$ cat config.mk
export PLATFORM = sky130hd
export DESIGN_NAME = joystick_scan
export DESIGN_NICKNAME = d
export VERILOG_FILES = /design/src/rtl/joystick_scan.sv
export SDC_FILE = /design/constraint.sdc
export NUM_CORES = 1
export LEC_CHECK = 0
export CAP_MARGIN = 30
export CORE_ASPECT_RATIO = 0.9
export CORE_MARGIN = 1.5
export CORE_UTILIZATION = 45
export DETAILED_ROUTE_END_ITERATION = 8
export PLACE_DENSITY = 0.75
export SYNTH_ARGS = -nofsm -noshare
export SYNTH_HDL_FRONTEND = slang
export SYNTH_SLANG_ARGS = --single-unit
$ cat constraint.sdc
create_clock -name clock -period 2.1 [get_ports clock]
set_input_delay 0.42 -clock clock [delete_from_list [all_inputs] [get_ports clock]]
set_output_delay 0.42 -clock clock [all_outputs]
set_load 0.01 [all_outputs]
$ cat src/rtl/joystick_scan.sv
// Scans PADS serial shift-register game pads over a shared clock/load/data bus and
// publishes them as one active-high bus. Define JOYSCAN_DEBOUNCE_EN to commit a frame only when two consecutive scans agree.
module joystick_scan #(
    parameter int PADS = 2,
    parameter int BITS = 8,
    parameter int SELW = 1
) (
    input  logic                 clock,
    input  logic                 power,
    input  logic                 ce,
    output logic                 joyCk,
    output logic                 joyLd,
    output logic [SELW-1:0]      joyS,
    input  logic                 joyD,
    output logic [PADS*BITS-1:0] joy,
    output logic                 valid,
    output logic                 changed
);

    localparam int BW = $clog2(BITS);

    // Valid/ready does not apply here: every step is paced by the one-clock ce tick,
    // and valid/changed are single-clock strobes with no back-pressure.
    typedef enum logic [1:0] {
        ST_LOAD     = 2'd0,
        ST_SHIFT_LO = 2'd1,
        ST_SHIFT_HI = 2'd2
    } state_t;

    state_t                state_q, state_d;
    logic [SELW-1:0]       pad_q, pad_d;
    logic [BW-1:0]         bit_q, bit_d;
    logic [PADS*BITS-1:0]  shift_q, shift_d;
    logic [PADS*BITS-1:0]  joy_q, joy_d;
    logic                  ck_q, ck_d;
    logic                  ld_q, ld_d;
    logic                  valid_q, valid_d;
    logic                  changed_q, changed_d;
    logic                  frame_end;
`ifdef JOYSCAN_DEBOUNCE_EN
    logic [PADS*BITS-1:0]  ref_q, ref_d;
`endif

    always_ff @(posedge clock or negedge power) begin
        if (!power) begin
            state_q   <= ST_LOAD;
            pad_q     <= '0;
            bit_q     <= '0;
            shift_q   <= '0;
            joy_q     <= '0;
            ck_q      <= 1'b1;
            ld_q      <= 1'b1;
            valid_q   <= 1'b0;
            changed_q <= 1'b0;
`ifdef JOYSCAN_DEBOUNCE_EN
            ref_q     <= '0;
`endif
        end else begin
            state_q   <= state_d;
            pad_q     <= pad_d;
            bit_q     <= bit_d;
            shift_q   <= shift_d;
            joy_q     <= joy_d;
            ck_q      <= ck_d;
            ld_q      <= ld_d;
            valid_q   <= valid_d;
            changed_q <= changed_d;
`ifdef JOYSCAN_DEBOUNCE_EN
            ref_q     <= ref_d;
`endif
        end
    end

    always_comb begin
        state_d   = state_q;
        pad_d     = pad_q;
        bit_d     = bit_q;
        frame_end = 1'b0;
        if (ce) begin
            case (state_q)
                ST_LOAD: begin
                    state_d = ST_SHIFT_LO;
                    bit_d   = '0;
                end
                ST_SHIFT_LO: state_d = ST_SHIFT_HI;
                ST_SHIFT_HI: begin
                    if (bit_q == BW'(BITS - 1)) begin
                        state_d = ST_LOAD;
                        if (pad_q == SELW'(PADS - 1)) begin
                            pad_d     = '0;
                            frame_end = 1'b1;
                        end else begin
                            pad_d = pad_q + 1'b1;
                        end
                    end else begin
                        bit_d   = bit_q + 1'b1;
                        state_d = ST_SHIFT_LO;
                    end
                end
                default: state_d = ST_LOAD;
            endcase
        end
    end

    // Pin drive, serial capture and frame commit; outputs are registered so
    // they change only on ce edges and come out of reset at idle levels.
    always_comb begin
        ck_d      = ck_q;
        ld_d      = ld_q;
        shift_d   = shift_q;
        joy_d     = joy_q;
        valid_d   = 1'b0;
        changed_d = 1'b0;
`ifdef JOYSCAN_DEBOUNCE_EN
        ref_d     = ref_q;
`endif
        if (ce) begin
            case (state_q)
                ST_LOAD: begin
                    ld_d = 1'b0;
                    ck_d = 1'b1;
                end
                ST_SHIFT_LO: begin
                    ld_d = 1'b1;
                    ck_d = 1'b0;
                    for (int p = 0; p < PADS; p++) begin
                        for (int b = 0; b < BITS; b++) begin
                            if (pad_q == SELW'(p) && bit_q == BW'(b)) begin
                                shift_d[p*BITS + b] = ~joyD;
                            end
                        end
                    end
                end
                ST_SHIFT_HI: ck_d = 1'b1;
                default: ;
            endcase
        end
        if (frame_end) begin
            valid_d = 1'b1;
`ifdef JOYSCAN_DEBOUNCE_EN
            if (shift_q == ref_q) begin
                joy_d     = shift_q;
                changed_d = (shift_q != joy_q);
            end
            ref_d = shift_q;
`else
            joy_d     = shift_q;
            changed_d = (shift_q != joy_q);
`endif
        end
    end

    assign joyCk   = ck_q;
    assign joyLd   = ld_q;
    assign joyS    = pad_q;
    assign joy     = joy_q;
    assign valid   = valid_q;
    assign changed = changed_q;

endmodule

==> impl_metrics.tcl <==
set metrics [dict create \
    synth_top_area_share_pct 51.4 \
    syn_area_mm2 0.00195 \
    setup_viol 0 \
    via_per_inst 5.42 \
    h-tree-depth 2 \
    p_leak_nw 1.04 \
    hold_path_class "input pin to async pin" \
    multi_input_area_um2 817 \
    antenna_found_initial 0 \
    grt.total_usage_pct 17.2 \
    place_congestion 0.747 \
    max_stage_delay_ns 0.54 \
    end_kind "output port" \
    worstSetupPathType "flip-flop to output port" \
    area_growth_pct 19.3 \
    clk_latency_ns 0.29 \
    dieArea_mm2 0.00473 \
    synth_cell_type_count 26 \
    grt_max_degree 43 \
    drive_gt1_share_pct 15.7 \
    worst_pin_slew_ns 0.538 \
    synthTopCellsByArea "dfrtp_1 (51%), mux2_2 (9.3%), xnor2_1 (7.6%)" \
    dpl.hpwl_um 2590 \
    tns_ns 0 \
    io_buffers 24 \
    ys_seq_area_share_pct 54.1 \
    path_buf_inv 1 \
    cts_tree "built" \
    grt_pass1_vias 1267 \
    ys_warn_count 0 \
    cp-start-kind "flip-flop" \
    wl_per_cell_um 14.8 \
    power_per_cell_area_mw_per_mm2 790 \
    initialDrtViolationCount 51 \
    period_needed_ns 1.79 \
    final_antenna_net_count 0 \
    path_max_fanout 2 \
    core_mm2 0.00410 \
    grt_pass1_wl_um 6070 \
    clock_skew_ns 0.00899 \
    vias 1296 \
    seq_area_mm2 0.00105 \
    die_h_um 65.4 \
    holdBufCountCts 0 \
    clockBufferDepth 2 \
    arrival_ns 1.37 \
    rsz0062_at_grt "no" \
    post-route-period-util_pct 85.1 \
    ys_seq_elements 42 \
    drc 0 \
    hold_slack_ns 0.178 \
    post-place-ws_ns 0.0421 \
    initial_core_util_pct 47.5 \
    postSynthCellCount 164 \
    required_ns 1.68 \
    rows 22 \
    cts_setup_buffers 0 \
    grt_overflow 0 \
    route.final.wire_length_um 3530 \
    drtPass1Iterations 6 \
    crit_slowest_cell "dfstp_2" \
    cts-buffers-inserted 5 \
    crit_family "flip-flops" \
    peakVddDrop_v 0.000558 \
    yosys.area.top_type "dfrtp_1" \
    place_area_mm2 0.00221 \
    hold_viol_final 0 \
    fmax_ghz 0.559 \
    filler_cell_count 330 \
    path_cells "clkdlybuf4s50_1" \
    die_w_um 72.3 \
    clock_sinks 42 \
    syn-num-nets 175 \
    drv_slew 0 \
    syn_area_per_cell_um2 11.9 \
    fin_nets 202 \
    n_antenna_cell 0 \
    slew_headroom_pct 64.0 \
    fin_ws_ns 0.312 \
    clk_pin_slew_ns 0.08 \
    max_cap_viol_count 0 \
    finalInstanceArea_mm2 0.00232 \
    io_pins 25 \
    cts_resized 0 \
    cts_root_buf "clkbuf_8" \
    outcome "complete, no violations" \
]
[path summary, 6_finish.rpt]
check                      startpoint      to  slack [ns]  cells after the start
min reg2reg                     joyCk   joyCk        0.47                      2
max reg2reg                  bit_q[0]  joy[3]        0.34                      4
min in group clock              joyCk   joyCk        0.47                      2
min                             power   valid        0.18                      2
max                             joyCk   joyCk        0.31                      1
max in group asynchronous       power   joyCk        1.55                      2
[worst register-to-register path: cells and delay by family (launching register included)]
kind	cells	cell delay, ns
adder cells (fa/ha/maj)	2	0.50
flip-flops	1	0.43
AND/OR/NAND/NOR	1	0.33
multiplexers	1	0.39
[synthesized netlist by cell type, drive strengths merged]
master   n
a21oi    1
a32o     1
and2b    1
buf      5
clkbuf   1
dfrtp   40
dfstp    2
ha       7
inv      8
mux2    16
nand2   15
nand3    1
nand3b   1
nand4    6
nor2     2
nor3     1
nor4     1
o21ai   19
o22ai    1
o31ai   16
or2      1
or2b     1
xnor2   17
[stage by stage]
step | cells | utilization (%) | power, mW
5_1_grt | 239 | 56.7 | 1.94
6_report | 239 | 56.7 | 1.84
3_5_place_dp | 232 | 53.9 | 1.21
3_3_place_gp | 232 | 53.9 | 1.19
4_1_cts | 239 | 56.7 | 1.86
2_1_floorplan | 164 | - | 1.12
[cell usage in the layout, fill, tap and decap left out, types with 2 or more instances in the layout]
master	instances
clkbuf_8	6
inv_1	8
dfstp_2	2
dfrtp_1	40
o31ai_1	16
nand4_1	5
buf_4	2
mux2_2	16
o21ai_0	19
nor2_1	2
xnor2_1	17
ha_1	7
nand2_1	15
clkdlybuf4s50_1	23
[registers in the layout, summed over array words and instances (netlist names)]
register / flops
bit_q: 3
changed: 1
joy: 16
joyCk: 1
joyLd: 1
joyS: 1
shift_q: 16
state_q: 2
valid: 1
[routing by layer]
| layer | vias up | track usage (%) | routed length [µm] |
|---|---|---|---|
| met1 | 633 | 21.8 | 1680 |
| met5 | - | 0 | 0 |
| met4 | 0 | 7.08 | 59 |
| met3 | 8 | 5.98 | 133 |
| met2 | 27 | 27.0 | 1660 |
| li1 | 628 | - | - |
[cell families after synthesis]
| logic type | after synthesis | share of synthesized area (%) |
|---|---|---|
| XOR/XNOR | 17 | 7.65 |
| flip-flops | 42 | 54.1 |
| multiplexers | 16 | 9.25 |
| AND/OR/NAND/NOR | 30 | 8.42 |
| adder cells (fa/ha/maj) | 7 | 4.50 |
| AO/OA/AOI/OAI | 38 | 12.1 |
| buffers and inverters | 14 | 3.92 |
[final cells by class]
type / instances / share of cell area, %
clock inverter: 1 / 1.29
tap: 48 / 2.58
timing repair buffer: 26 / 10.8
sequential: 42 / 45.3
inverter: 8 / 1.29
clock buffer: 6 / 3.55
multi-input combinational: 108 / 35.2
[where the power goes]
part	switching (mW)	internal (mW)
logic	0.147	0.111
registers	0.0624	0.873
clock network	0.263	0.380
total	0.472	1.36
No activity file was read; power rests on OpenSTA's default activity.
